===== config.mk =====
export PLATFORM = sky130hd
export DESIGN_NAME = sample_ctrl_flat
export DESIGN_NICKNAME = d
export VERILOG_FILES = /design/src/rtl/sample_ctrl_pkg.sv /design/src/rtl/sample_ctrl_if.sv /design/src/rtl/sample_ctrl_sync_edge_det.sv /design/src/rtl/sample_ctrl.sv /design/src/flat_wrapper.sv
export SDC_FILE = /design/constraint.sdc
export NUM_CORES = 1
export LEC_CHECK = 0
export BUFFER_PORTS_ARGS = -buffer_cell sky130_fd_sc_hd__clkbuf_2
export CORE_MARGIN = 3
export CORE_UTILIZATION = 64
export CTS_BUF_LIST = sky130_fd_sc_hd__clkbuf_2 sky130_fd_sc_hd__clkbuf_4 sky130_fd_sc_hd__clkbuf_8
export DETAILED_ROUTE_END_ITERATION = 6
export GPL_TIMING_DRIVEN = 0
export PLACE_DENSITY = 0.88
export SETUP_SLACK_MARGIN = 0.4
export SYNTH_ARGS = -nofsm -noshare
export SYNTH_HDL_FRONTEND = slang
export SYNTH_SLANG_ARGS = --single-unit
export TNS_END_PERCENT = 100

===== constraint.sdc =====
create_clock -name clk -period 4.1 [get_ports clk]
set_input_delay 0.205 -clock clk [delete_from_list [all_inputs] [get_ports clk]]
set_output_delay 0.205 -clock clk [all_outputs]
set_load 0.02 [all_outputs]

===== src/rtl/sample_ctrl_pkg.sv =====
// sample_ctrl_pkg: shared state/cause encodings and SRAM map defaults for the capture sequencer
package sample_ctrl_pkg;
  localparam int HDR_BYTES_DEF = 128;
  localparam int REV_BYTES_DEF = 16384;
  typedef enum logic [4:0] {
    S_IDLE  = 5'b00001,
    S_ARM   = 5'b00010,
    S_RUN   = 5'b00100,
    S_DRAIN = 5'b01000,
    S_DONE  = 5'b10000
  } state_t;
  typedef enum logic [1:0] {
    CAUSE_NONE    = 2'b00,
    CAUSE_TARGET  = 2'b01,
    CAUSE_TIMEOUT = 2'b10,
    CAUSE_ABORT   = 2'b11
  } cause_t;
  function automatic logic [7:0] clamp_tgt(input logic [7:0] rt, input int max_rev);
    return rt == 8'd0 ? 8'd1 : (int'(rt) > max_rev ? 8'(max_rev) : rt);
  endfunction
endpackage


===== src/rtl/sample_ctrl_if.sv =====
// sample_ctrl_if: MCU command and sample-stage control bundle of the capture sequencer
interface sample_ctrl_if;
  import sample_ctrl_pkg::*;
  logic start;
  logic abort;
  logic [7:0] rev_target;
  logic sample_en;
  logic sample_end;
  logic [7:0] sync_cnt;
  logic [19:0] addr_base;
  logic busy;
  cause_t done_cause;
  modport master (output start, abort, rev_target,
                  input sample_en, sample_end, sync_cnt, addr_base, busy, done_cause);
  modport slave (input start, abort, rev_target,
                 output sample_en, sample_end, sync_cnt, addr_base, busy, done_cause);
endinterface


===== src/rtl/sample_ctrl_sync_edge_det.sv =====
// sync_edge_det: 2-flop synchronizer with rising-edge pulse taken against a third flop
module sync_edge_det (
  input  logic clk,
  input  logic rst,
  input  logic din,
  output logic pulse
);
  logic [2:0] sr;
  always_ff @(posedge clk)
    sr <= rst ? 3'b000 : {sr[1:0], din};
  assign pulse = sr[1] & ~sr[2];
endmodule


===== src/rtl/sample_ctrl.sv =====
// sample_ctrl: arms an encoder capture, steps SRAM regions per sync edge and ends on target/timeout/abort
module sample_ctrl
  import sample_ctrl_pkg::*;
#(
  parameter int          HDR_BYTES = HDR_BYTES_DEF,
  parameter int          REV_BYTES = REV_BYTES_DEF,
  parameter int          MAX_REV   = 63,
  parameter logic [23:0] TIMEOUT   = 24'hFFFFFF,
  parameter int          DRAIN     = 8
) (
  input logic         clk,
  input logic         rst,
  input logic         ch_sync_in,
  sample_ctrl_if.slave bus
);
  localparam logic [19:0] HDR     = 20'(HDR_BYTES);
  localparam logic [23:0] DRAIN_C = 24'(DRAIN);
  state_t state, state_nx;
  cause_t cause, cause_nx;
  logic [7:0] cnt, cnt_nx, cnt_inc, tgt;
  logic [19:0] addr, addr_nx;
  logic [23:0] tmr, tmr_nx;
  logic sync_ev, busy;
  sync_edge_det u_sync (.clk(clk), .rst(rst), .din(ch_sync_in), .pulse(sync_ev));
  assign tgt     = clamp_tgt(bus.rev_target, MAX_REV);
  assign cnt_inc = cnt == 8'hFF ? cnt : cnt + 8'd1;
  assign busy    = state == S_ARM || state == S_RUN || state == S_DRAIN;
  always_ff @(posedge clk) begin
    if (rst) begin
      state <= S_IDLE;
      cause <= CAUSE_NONE;
      cnt   <= 8'd0;
      addr  <= HDR;
      tmr   <= 24'd0;
    end else begin
      state <= state_nx;
      cause <= cause_nx;
      cnt   <= cnt_nx;
      addr  <= addr_nx;
      tmr   <= tmr_nx;
    end
  end
  // tmr doubles as the sync timeout counter in ARM/RUN and the drain counter in DRAIN
  always_comb begin
    state_nx = state;
    cause_nx = cause;
    cnt_nx   = cnt;
    addr_nx  = addr;
    tmr_nx   = tmr;
    if (bus.abort && (busy || bus.start)) begin
      state_nx = S_DONE;
      cause_nx = CAUSE_ABORT;
    end else if (!busy) begin
      if (bus.start) begin
        state_nx = S_ARM;
        cause_nx = CAUSE_NONE;
        cnt_nx   = 8'd0;
        addr_nx  = HDR;
        tmr_nx   = 24'd0;
      end
    end else if (state == S_DRAIN) begin
      if (tmr == DRAIN_C) state_nx = S_DONE;
      else tmr_nx = tmr + 24'd1;
    end else if (sync_ev) begin
      cnt_nx  = cnt_inc;
      addr_nx = 20'(HDR_BYTES + (int'(cnt_inc) - 1) * REV_BYTES);
      tmr_nx  = 24'd0;
      if (state == S_ARM) state_nx = S_RUN;
      else if (cnt_inc == tgt + 8'd1) begin
        state_nx = S_DRAIN;
        cause_nx = CAUSE_TARGET;
      end
    end else if (tmr == TIMEOUT) begin
      state_nx = S_DONE;
      cause_nx = CAUSE_TIMEOUT;
    end else tmr_nx = tmr + 24'd1;
  end
  assign bus.sample_en  = busy;
  assign bus.sample_end = ~busy;
  assign bus.busy       = busy;
  assign bus.sync_cnt   = cnt;
  assign bus.addr_base  = addr;
  assign bus.done_cause = cause;
endmodule


===== src/flat_wrapper.sv =====
// flat-port wrapper written by rule: the top's interface ports become plain ports
module sample_ctrl_flat import sample_ctrl_pkg::*;
#(
  parameter int          HDR_BYTES = HDR_BYTES_DEF,
  parameter int          REV_BYTES = REV_BYTES_DEF,
  parameter int          MAX_REV   = 63,
  parameter logic [23:0] TIMEOUT   = 24'hFFFFFF,
  parameter int          DRAIN     = 8
)
  (clk, rst, ch_sync_in, bus_start, bus_abort, bus_rev_target, bus_sample_en, bus_sample_end, bus_sync_cnt, bus_addr_base, bus_busy, bus_done_cause);
  sample_ctrl_if bus_i ();
  input logic clk;
  input logic rst;
  input logic ch_sync_in;
  input wire logic [$bits(bus_i.start)-1:0] bus_start;
  input wire logic [$bits(bus_i.abort)-1:0] bus_abort;
  input wire logic [$bits(bus_i.rev_target)-1:0] bus_rev_target;
  output wire logic [$bits(bus_i.sample_en)-1:0] bus_sample_en;
  output wire logic [$bits(bus_i.sample_end)-1:0] bus_sample_end;
  output wire logic [$bits(bus_i.sync_cnt)-1:0] bus_sync_cnt;
  output wire logic [$bits(bus_i.addr_base)-1:0] bus_addr_base;
  output wire logic [$bits(bus_i.busy)-1:0] bus_busy;
  output wire logic [$bits(bus_i.done_cause)-1:0] bus_done_cause;
  assign bus_i.start = bus_start;
  assign bus_i.abort = bus_abort;
  assign bus_i.rev_target = bus_rev_target;
  assign bus_sample_en = bus_i.sample_en;
  assign bus_sample_end = bus_i.sample_end;
  assign bus_sync_cnt = bus_i.sync_cnt;
  assign bus_addr_base = bus_i.addr_base;
  assign bus_busy = bus_i.busy;
  assign bus_done_cause = bus_i.done_cause;
  sample_ctrl #(.HDR_BYTES(HDR_BYTES), .REV_BYTES(REV_BYTES), .MAX_REV(MAX_REV), .TIMEOUT(TIMEOUT), .DRAIN(DRAIN)) u_core (.clk(clk), .rst(rst), .ch_sync_in(ch_sync_in), .bus(bus_i));
endmodule

# After elaboration in Yosys (flattened, before gate mapping)
# Index checks and enable logic that the tools add are counted.
[word_totals]
ff_bits = 62
output_inout_bits = 33
[op_classes]
n_addsub = 5
order_cmp = 1
n_eq_ne = 21
n_mux = 34
n_bitwise = 4
n_reduce_logical = 13
[op_table]
columns = ["cell", "n"]
rows = [
  ["$mux 24", 6],
  ["$mux 20", 4],
  ["$mux 8", 7],
  ["$mux 5", 9],
  ["$add 24x1->24 const B", 1],
  ["$eq 24x24->1 const B", 1],
  ["$eq 24x4->1 const B", 1],
  ["$add 9x20->20 const A", 1],
  ["$add 8x1->8 const B", 2],
  ["$mux 2", 8],
  ["$reduce_and 4->1", 4],
  ["$ne 4x3->1 const B", 3],
  ["$ne 4x4->1 const B", 3],
  ["$ne 3x3->1 const B", 3],
  ["$eq 8x8->1", 1],
  ["$eq 8x8->1 const B", 1],
  ["$gt 8x6->1 const B", 1],
  ["$logic_not 8->1", 1],
  ["$ne 6x6->1 const B", 1],
  ["$sub 6x1->6 const B", 1],
  ["$eq 5x2->1 const B", 1],
  ["$eq 5x3->1 const B", 1],
  ["$eq 5x4->1 const B", 1],
  ["$ne 5x4->1 const B", 1],
  ["11 further kinds", 15],
]

# Depth between registers and ports, before layout
# Gate-level depths: netlist of run 1.
[logic_depth]
depth_word = 11
depth_mapped = 12
mapped_depth_nobuf = 11

# Cells and area by module
# From an unflattened synthesis of run 1, not the netlist that was laid out.
[unflattened]
cells_unflattened = 371
hier_area_um2 = 2904.0
[by_module_without_submodules]
columns = ["module", "instances", "cells_per_inst", "area_per_inst_um2", "seq_area_each_um2"]
rows = [
  ["sample_ctrl", 1, 364, 2816.5, 900.9],
  ["sync_edge_det", 1, 7, 87.6, 60.1],
]

# Worst setup path before layout of run 1
# No wires, ideal clock.
[synth_path]
path_kind = "register to register"
from = "register u_core.cnt[0] (netlist: u_core.bus.sync_cnt[0])"
to = "register u_core.cause[1] (netlist: u_core.bus.done_cause[1])"
arrival_ns = 2.416
setup_slack_ns = 1.562
stages_incl_launch_ff = 10
period_less_slack_ns = 2.538
cell_sequence = "dfxtp_1 > ha_1 > nand2_1 > o311ai_4 > o21ai_2 > mux2_4 > and3_4 > nor4_4 > nand4b_1 > o311a_1"
[synth_via]
elab_chain_len = 5
word_cells_on_any_way = 6
[synth_lines]
columns = ["item", "line", "text"]
rows = [
  ["start: declaration", "sample_ctrl.sv:20", "logic [7:0] cnt, cnt_nx, cnt_inc, tgt;"],
  ["start signal: assignment", "sample_ctrl.sv:38", "cnt <= cnt_nx;"],
  ["$add 8x1->8 / $eq 8x8->1 (equally long branches)", "sample_ctrl.sv:26", "assign cnt_inc = cnt == 8'hFF ? cnt : cnt + 8'd1;"],
  ["$mux 8 *", "sample_ctrl.sv:26", ""],
  ["$eq 8x8->1 *", "sample_ctrl.sv:69", "else if (cnt_inc == tgt + 8'd1) begin"],
  ["$ne 4x4->1 (no source line) *", "--", ""],
  ["$reduce_and 5->1 (no source line) *", "--", ""],
  ["end signal: assignment", "sample_ctrl.sv:37", "cause <= cause_nx;"],
  ["end: declaration", "sample_ctrl.sv:19", "cause_t cause, cause_nx;"],
]
# Every way passes the cells marked *; elsewhere a longest branch is shown, timed or not.
# A chain may end at the register's enable or synchronous reset.

# Worst setup path after layout of run 1
[layout_path]
from = "register u_core.state[1]"
to = "register u_core.tmr[6]"
[layout_via]
elab_chain_len = 7
word_cells_on_any_way = 14
[layout_lines]
columns = ["item", "line", "text"]
rows = [
  ["start: declaration", "sample_ctrl.sv:18", "state_t state, state_nx;"],
  ["start signal: assignment", "sample_ctrl.sv:36", "state <= state_nx;"],
  ["parallel branches: the longest is 7 deep, another holds $eq 5x2->1", "--", ""],
  ["end signal: assignment", "sample_ctrl.sv:40", "tmr <= tmr_nx;"],
  ["end: declaration", "sample_ctrl.sv:22", "logic [23:0] tmr, tmr_nx;"],
]
# Several ways; the timed one is not identified.

==> results_dict.tcl, run 1 <==
set metrics [dict create \
    pre_cts_ws_ns 1.29 \
    pwr-share-comb 0.127 \
    syn_area_sq_mm 0.00303 \
    port_buffers 31 \
    power_frac_clock 0.396 \
    reg2reg_slack_ns 1.34 \
    max_freq_mhz 363 \
    ant_nets 0 \
    finalHoldViolCount 0 \
    antenna_cells 0 \
    status "finished, final reports clean" \
    via_per_inst 6.13 \
    power_density_mw_per_mm2 293 \
    ys_ff_latch 48 \
    syn_area_per_cell_sq_um 7.98 \
    clockBufferDepth 2 \
    ir_worst_vdd_mv 0.226 \
    min_path_type "in -> reg" \
    grt_usage 0.266 \
    layout_commonest_cell "dfxtp_1" \
    drt-total-wl_mm 7.15 \
    setup_viol 0 \
    crit_buf_inv 4 \
    netSwitchingPower_w 0.000241 \
    min_period_over_period 0.673 \
    synth_cell_types 64 \
    cap_violations 0 \
    p_int_w 0.000760 \
    cp_num_cells 10 \
    finalCriticalPeriod_ns 2.76 \
    cp.arrival_ns 2.93 \
    rsz0062_at_grt "no" \
    fillCellCount 332 \
    crit_family "buffers and inverters" \
    cts_tree "done" \
    timing.hold.ws_ns 0.118 \
    drtPass1Iterations 5 \
    max_slew_margin 0.545 \
    cts_setup_buffers 0 \
    holdPathStages 2 \
    clock_sinks 48 \
    grt_overflow_total 0 \
    yosys_warnings 0 \
    cts.repair.resized 0 \
    critical-path-max-stage-delay_ns 0.45 \
    core_area_sq_mm 0.00444 \
    swShare 0.241 \
    mostFrequentLayoutCells "48 x dfxtp_1, 41 x nor2_1, 31 x nand2_1, 31 x clkbuf_2, 29 x a21oi_1" \
    numCtsBuffers 5 \
    finalPower_w 0.00100 \
    start_kind "register" \
    drv_slew 0 \
    initial_utilization 0.681 \
    row_count 24 \
    drt_iter0_drc 225 \
    cp-end-kind "register" \
    wl_per_cell_um 14.9 \
    reg2reg_depth 10 \
    synth_edf_count 0 \
    crit_chain "clkbuf_1, o21ai_1, o211a_4, inv_1, a21o_1, nand3_1, nand2b_1, buf_2, buf_1, nor2_1" \
    routed-via-count 2950 \
    nets 447 \
    crit_required_ns 4.27 \
    fin_util 0.769 \
    async_reset_ff_frac 0 \
    dp_hpwl_mm 5.23 \
    grt_first_pass_wirelength_mm 11.6 \
    clk_pin_slew_worst_paths_ns 0.09 \
    synthCells 379 \
    fp.dieW_um 74.8 \
    p_leak_nw 1.29 \
    root_buffer "clkbuf_8" \
    ys_seq_area_frac 0.318 \
    drc 0 \
    place_congestion 0.933 \
    fin_worst_skew_ns 0.00471 \
    tightestPinTransition_ns 0.678 \
    dieHeight_um 74.8 \
    fin_setup_tns_ns 0 \
    grt_pass1_vias 2510 \
    dieArea_sq_mm 0.00559 \
    synthFlopType "dfxtp_1" \
    postLayoutSetupSlackWorst_ns 1.34 \
    seqPwrFrac 0.476 \
    area_delta_synth_final_pct 13.0 \
    cts_max_level 2 \
    antenna_found_initial 0 \
    critPathSlowestCell "buf_1" \
    ctsHoldBuffers 0 \
    worstSkewPairLatency_ns 0.30 \
    ioPinCount 46 \
    critical_path_class "reg -> reg" \
    grt_max_degree 15 \
    crit_fanout 10 \
    drive_above_1_share 0.184 \
]
==> worst paths after layout <==
| path | to | startpoint |
|---|---|---|
| worst max register to register | u_core.tmr[6] | u_core.state[1] |
| worst max-delay path | u_core.tmr[6] | u_core.state[1] |
| worst min register to register | u_core.u_sync.sr[1] | u_core.u_sync.sr[0] |
| worst min-delay path | u_core.u_sync.sr[0] | ch_sync_in |
==> registers in the layout, indices dropped and copies added, names as in the netlist <==
| name | count |
|---|---|
| u_core.bus.sync_cnt | 8 |
| u_core.u_sync.sr | 3 |
| u_core.state | 5 |
| u_core.bus.done_cause | 2 |
| u_core.bus.addr_base | 6 |
| u_core.tmr | 24 |
==> power groups by stage <==
stage	registers, W	clock network, W	logic [W]
global placement	0.000487	0	0.000121
CTS	0.000476	0.000402	0.000126
finish	0.000477	0.000397	0.000128
floorplan	0.000488	0	0.0000930
global route	0.000477	0.000422	0.000140
detailed placement	0.000487	0	0.000124
==> synth_stat cells (all sizes together), types with 3 or more instances <==
cell / n / area [sq um]
nor4: 7 / 65.1
a21oi: 31 / 163
inv: 8 / 30.0
nor4b: 3 / 26.3
buf: 20 / 136
a22oi: 6 / 45.0
nand2b: 4 / 25.0
nor2: 41 / 154
or3: 10 / 62.6
nand3: 21 / 118
nand2: 32 / 123
xnor2: 17 / 149
and4: 3 / 26.3
a31oi: 6 / 37.5
clkbuf: 8 / 50.1
nor2b: 3 / 18.8
o21ai: 18 / 97.6
xor2: 11 / 96.3
nand4: 7 / 43.8
ha: 5 / 62.6
and2: 4 / 25.0
and3: 11 / 76.3
nor3: 18 / 90.1
dfxtp: 48 / 961
==> logic make-up after synthesis <==
group / after synthesis / share of synthesized area
AOI/OAI and AO/OA: 80 / 0.179
xor gates and xnor gates: 28 / 0.0811
adders and majority gates: 5 / 0.0207
buffers and inverters: 36 / 0.0715
DFF: 48 / 0.318
muxes: 3 / 0.0116
other: 2 / 0.00248
and+or+nand+nor: 177 / 0.316
==> through the flow <==
step                instances  area (sq um)
global route              481          3420
finish                    481          3420
floorplan                 391          3070
global placement          474          3290
CTS                       481          3420
detailed placement        474          3290
==> layer usage <==
| layer | routed length [um] | up-vias | GRT usage |
|---|---|---|---|
| li1 | - | 1438 | - |
| met1 | 3150 | 1372 | 0.362 |
| met2 | 3330 | 127 | 0.425 |
| met3 | 544 | 13 | 0.0494 |
| met4 | 119 | 0 | 0.0909 |
| met5 | 0 | - | 0 |
==> area by class of cell <==
type / count / area (sq um) / share of cell area
multi-input combinational: 307 / 1890 / 0.554
sequential: 48 / 961 / 0.281
buffer: 28 / 186 / 0.0545
timing repair buffer: 31 / 155 / 0.0454
clock buffer: 5 / 68.8 / 0.0201
tap: 52 / 65.1 / 0.0190
clock inverter: 2 / 60.1 / 0.0176
inverter: 8 / 30.0 / 0.00878
(Power assumes the default switching activity.)
==> run 2: changes to the inputs <==
--- a/config.mk
+++ b/config.mk
@@ -7,11 +7,11 @@
 export LEC_CHECK = 0
 export BUFFER_PORTS_ARGS = -buffer_cell sky130_fd_sc_hd__clkbuf_2
 export CORE_MARGIN = 3
-export CORE_UTILIZATION = 64
+export CORE_UTILIZATION = 53
 export CTS_BUF_LIST = sky130_fd_sc_hd__clkbuf_2 sky130_fd_sc_hd__clkbuf_4 sky130_fd_sc_hd__clkbuf_8
 export DETAILED_ROUTE_END_ITERATION = 6
 export GPL_TIMING_DRIVEN = 0
-export PLACE_DENSITY = 0.88
+export PLACE_DENSITY = 0.78
 export SETUP_SLACK_MARGIN = 0.4
 export SYNTH_ARGS = -nofsm -noshare
 export SYNTH_HDL_FRONTEND = slang
==> constraint.sdc (replaced) <==
create_clock -name clk -period 2.25 [get_ports clk]
set_input_delay 0.1125 -clock clk [delete_from_list [all_inputs] [get_ports clk]]
set_output_delay 0.1125 -clock clk [all_outputs]
set_load 0.02 [all_outputs]
==> run 2 against run 1 <==
The flow now finishes with violations (DRC, setup timing); first-iteration DRC count is 54% higher; via count is 20% higher; combinational power grew to 2.8 times the previous value; final area is 34% higher; cell count is 14% higher; critical endpoint is now u_core.tmr[12]; largest cell class unchanged.
==> results_dict.tcl, run 2 (same netlist as run 1, synthesis figures left out) <==
set metrics [dict create \
    setup_viol 7 \
    antenna_found_initial 0 \
    worstSkewPairLatency_ns 0.31 \
    core_area_sq_mm 0.00530 \
    violations "DRC, setup timing" \
    min_period_over_period 1.04 \
    port_buffers 31 \
    cp.arrival_ns 2.58 \
    grt_max_degree 15 \
    drt_iter0_drc 347 \
    area_delta_synth_final_pct 51.2 \
    via_per_inst 6.44 \
    largest_register_ffs 24 \
    dieArea_sq_mm 0.00665 \
    grt_usage 0.279 \
    cts_tree "done" \
    tightestPinTransition_ns 0.697 \
    min_path_type "in -> reg" \
    dieHeight_um 81.6 \
    ir_worst_vdd_mv 0.339 \
    fillCellCount 276 \
    layout_commonest_cell "buf_4" \
    crit_required_ns 2.48 \
    start_kind "register" \
    routed-via-count 3529 \
    drive_above_1_share 0.523 \
    numCtsBuffers 5 \
    ant_nets 0 \
    nets 495 \
    critical_path_class "reg -> reg" \
    initial_utilization 0.571 \
    postLayoutSetupSlackWorst_ns -0.0984 \
    wl_met3_um 968 \
    wl_met1_mm 4.35 \
    p_leak_nw 1.77 \
    grt_overflow_total 0 \
    maxUsedRoutingLayer "met4" \
    drtPass1Iterations 7 \
    clockBufferDepth 2 \
    routed-wl-met2_mm 5.40 \
    grt_first_pass_wirelength_mm 14.6 \
    mostFrequentLayoutCells "53 x buf_4, 35 x nor2_1, 32 x clkbuf_2, 27 x dfxtp_1, 21 x nand2_1" \
    row_count 26 \
    power_density_mw_per_mm2 378 \
    cap_violations 0 \
    status "finished with violations" \
    max_freq_mhz 426 \
    rsz0062_at_grt "yes" \
    drv_slew 0 \
    finalCriticalPeriod_ns 2.35 \
    clk_pin_slew_worst_paths_ns 0.10 \
    ioPinCount 46 \
    pre_cts_ws_ns -0.345 \
    root_buffer "clkbuf_8" \
    dp_hpwl_mm 5.58 \
    wl_per_cell_um 20.6 \
    crit_fanout 9 \
    finalHoldViolCount 0 \
    fin_worst_skew_ns 0.00891 \
    largest_register "u_core.tmr" \
    grt_pass1_vias 3033 \
    drc 2 \
    cp-end-kind "register" \
    fp.dieW_um 81.6 \
    antenna_cells 0 \
    place_congestion 0.881 \
    drt-total-wl_mm 11.3 \
    max_slew_margin 0.535 \
    clock_sinks 48 \
    fin_util 0.863 \
    cts_max_level 2 \
]
## run 2: cell type report
class	instances	area [sq um]	area share
Clock inverter	3	13.8	0.00301
Tap cell	70	87.6	0.0191
Buffer	28	253	0.0553
Sequential cell	48	1010	0.221
Clock buffer	5	68.8	0.0150
Multi-Input combinational cell	307	2520	0.551
Timing Repair Buffer	79	583	0.127
Inverter	8	36.3	0.00793
## run 2: stage by stage
step           hold slack (ns)  total power, W  TNS [ns]  std cells  instance area [sq um]
4_1_cts                 0.0343         0.00167   -0.0129        532                   4200
2_1_floorplan            0.241         0.00109   -0.0812        391                   3340
3_3_place_gp             0.341         0.00114    -0.949        492                   3590
5_1_grt                 0.0470         0.00179     -1.24        548                   4570
3_5_place_dp             0.348         0.00115     -1.14        492                   3590
6_report                0.0454         0.00173    -0.468        548                   4570
## run 2: layer usage
| layer | track usage | up-vias |
|---|---|---|
| li1 | - | 1536 |
| met1 | 0.372 | 1659 |
| met2 | 0.459 | 258 |
| met3 | 0.0493 | 76 |
| met4 | 0.0861 | 0 |
| met5 | 0 | - |
## run 2: final timing paths
| check | startpoint | endpoint | slack [ns] | cells past startpoint |
|---|---|---|---|---|
| worst min-delay path | ch_sync_in | u_core.u_sync.sr[0] | 0.05 | 2 |
| worst max-delay path | u_core.state[3] | u_core.tmr[12] | -0.1 | 9 |
| worst min register to register | u_core.u_sync.sr[0] | u_core.u_sync.sr[1] | 0.45 | 1 |
| worst max register to register | u_core.state[3] | u_core.tmr[12] | -0.1 | 9 |
## run 2: timing repair
action / 4_1_cts / 5_1_grt
gates resized for setup: 68 / 59
hold buffers: 0 / 0
setup buffers: 32 / 15
endpoints found under the setup margin: 44 / 46
gates cloned: 0 / 1
pin swaps: 49 / 29
## run 2: worst max-delay path, stage by stage, from the launching register on
cell	delay (ns)
dfxtp_1	0.35
buf_6	0.14
xor2_2	0.16
o211a_4	0.23
clkinvlp_4	0.26
a21oi_4	0.34
nand2_2	0.13
buf_6	0.15
or3_4	0.35
a21oi_2	0.16
## run 2: where the power goes
group	total, W	leakage (nW)	internal, W	switching [W]
Clock	0.000519	0.0453	0.000212	0.000307
Sequential	0.000859	0.402	0.000850	0.00000956
Combinational	0.000353	1.32	0.000155	0.000198
Total	0.00173	1.77	0.00122	0.000515
==> run 3: changes to the inputs <==
--- a/config.mk
+++ b/config.mk
@@ -6,12 +6,12 @@
 export NUM_CORES = 1
 export LEC_CHECK = 0
 export BUFFER_PORTS_ARGS = -buffer_cell sky130_fd_sc_hd__clkbuf_2
+export CAP_MARGIN = 20
 export CORE_MARGIN = 3
-export CORE_UTILIZATION = 53
+export CORE_UTILIZATION = 40
 export CTS_BUF_LIST = sky130_fd_sc_hd__clkbuf_2 sky130_fd_sc_hd__clkbuf_4 sky130_fd_sc_hd__clkbuf_8
 export DETAILED_ROUTE_END_ITERATION = 6
 export GPL_TIMING_DRIVEN = 0
-export PLACE_DENSITY = 0.78
 export SETUP_SLACK_MARGIN = 0.4
 export SYNTH_ARGS = -nofsm -noshare
 export SYNTH_HDL_FRONTEND = slang
==> run 3 against run 2 <==
The flow finishes with violations (setup timing); global-route usage decreased by 6.4 points; sequential cell count is the same; register-to-register slack is essentially flat; cell count rose by 10%; non-clock buffer count up 28; count of clock-buffer cells in the layout unchanged; critical endpoint is now u_core.bus.done_cause[1].
==> results_dict.tcl, run 3 (same netlist as run 1, synthesis figures left out) <==
set metrics [dict create \
    status "finished with violations" \
    violations "setup timing" \
    place_congestion 0.904 \
    grt_max_degree 16 \
    endpoint "u_core.bus.done_cause[1]" \
    worstSkewPairLatency_ns 0.30 \
    clock_sinks 48 \
    nets 523 \
    finalCriticalPeriod_ns 2.34 \
    fin_util 0.699 \
    crit_buf_inv 2 \
    ctsHoldBuffers 0 \
    startpoint "u_core.bus.sync_cnt[0]" \
    clk_pin_slew_worst_paths_ns 0.09 \
    finalHoldViolCount 0 \
    grt_pass1_vias 3136 \
    tightestPinTransition_ns 0.668 \
    r2r-end "u_core.bus.done_cause[1]" \
    crit_chain "ha_4, nand2_4, or3_4, buf_8, a21oi_4, xnor2_2, o211ai_2, nor4_4, buf_4, nand4b_1, o311a_1" \
    cp.arrival_ns 2.54 \
    reg2reg_depth 11 \
    min_path_type "in -> reg" \
    via_per_inst 5.41 \
    crit_required_ns 2.45 \
    root_buffer "clkbuf_8" \
    antenna_found_initial 0 \
    port_buffers 31 \
    max_slew_margin 0.555 \
    area_delta_synth_final_pct 68.5 \
    fp.dieW_um 93.0 \
    layout_commonest_cell "buf_4" \
    max_freq_mhz 427 \
    dieArea_sq_mm 0.00864 \
    crit_fanout 5 \
    core_area_sq_mm 0.00729 \
    rsz0062_at_grt "yes" \
    routed-via-count 3276 \
    critPathSlowestCell "dfxtp_4" \
    fin_worst_skew_ns 0.00664 \
    final-instance-count-excl-fill 605 \
    drt-total-wl_mm 9.84 \
    mostFrequentLayoutCells "68 x buf_4, 35 x nor2_1, 30 x clkbuf_2, 25 x dfxtp_1, 24 x buf_6" \
    cp-end-kind "register" \
    largest_register_ffs 24 \
    drc 0 \
    cp_num_cells 11 \
    grt_usage 0.215 \
    cts_max_level 2 \
    drive_above_1_share 0.567 \
    critical-path-max-stage-delay_ns 0.39 \
    dp_hpwl_mm 5.60 \
    fin_setup_tns_ns -0.195 \
    cap_violations 0 \
    timing.hold.ws_ns 0.0101 \
    grt_first_pass_wirelength_mm 15.1 \
    row_count 31 \
    reg2reg_slack_ns -0.09 \
    drtPass1Iterations 4 \
    ant_nets 0 \
    critical_path_class "reg -> reg" \
    p_leak_nw 2.03 \
    crit_family "simple AND/OR/NAND/NOR gates" \
    cts_tree "done" \
    drt_iter0_drc 147 \
    min_period_over_period 1.04 \
    start_kind "register" \
    power_density_mw_per_mm2 420 \
    clockBufferDepth 2 \
    ioPinCount 46 \
    dpl.cell_count 521 \
    dieHeight_um 93.0 \
    initial_utilization 0.415 \
    r2r_start "u_core.bus.sync_cnt[0]" \
    drv_slew 0 \
    grt_overflow_total 0 \
    setup_viol 3 \
    numCtsBuffers 5 \
    postLayoutSetupSlackWorst_ns -0.0901 \
    ir_worst_vdd_mv 0.402 \
    antenna_cells 0 \
    largest_register "u_core.tmr" \
    wl_per_cell_um 16.3 \
]
run 3: report_power, final:
part | internal, W | switching (W) | total (W)
clock network | 0.000556 | 0.000308 | 0.000863
logic | 0.000207 | 0.000214 | 0.000421
registers | 0.000848 | 0.0000106 | 0.000858
run 3: how the worst min path moves through the flow:
stage          cells after the start  slack [ns]        from                  end
2_1_floorplan                      1        0.24  ch_sync_in  u_core.u_sync.sr[0]
3_3_place_gp                       2        0.32  ch_sync_in  u_core.u_sync.sr[0]
3_5_place_dp                       2        0.33  ch_sync_in  u_core.u_sync.sr[0]
4_1_cts                            2       0.008  ch_sync_in  u_core.u_sync.sr[0]
5_1_grt                            2        0.04  ch_sync_in  u_core.u_sync.sr[0]
6_report                           2        0.01  ch_sync_in  u_core.u_sync.sr[0]
run 3: worst reg2reg max path: cells and delay by family (launching register included):
| kind | cells | cell delay (ns) |
|---|---|---|
| fa+ha+maj | 1 | 0.16 |
| flops | 1 | 0.39 |
| xor+xnor | 1 | 0.14 |
| compound gates | 3 | 0.46 |
| simple gates | 4 | 0.77 |
| buf+inv | 2 | 0.31 |
run 3: stage by stage:
step	setup slack, ns	power [W]	instance area (sq um)
after global routing	-0.181	0.00222	5100
final	-0.0901	0.00214	5100
after floorplan	-0.0416	0.00109	3340
after global placement	-0.316	0.00115	3620
after CTS	0.0220	0.00212	4710
after detailed placement	-0.363	0.00115	3620
run 3: area by class of cell:
cell class	count	area (sq um)
plain buffers	28	264
clock buffers	5	68.8
clock inverters	3	90.1
fillers	543	2190
inverters	8	38.8
multi-input cells	307	2640
flip-flops and latches	48	1020
well taps	99	124
repair buffers	107	860
run 3: layer usage:
metal  vias up  share of wire  global-route usage
li1       1600              -                   -
met1      1586           0.43               0.280
met2        78           0.52               0.376
met3        12          0.040              0.0306
met4         0          0.012              0.0525
met5         -              0                   0
run 3: what timing repair did:
action	in CTS	in global routing
pin swaps	67	41
gates cloned	4	0
buffers inserted	57	15
hold endpoints to repair	0	0
gates resized for setup	96	71
endpoints found under the setup margin	45	46
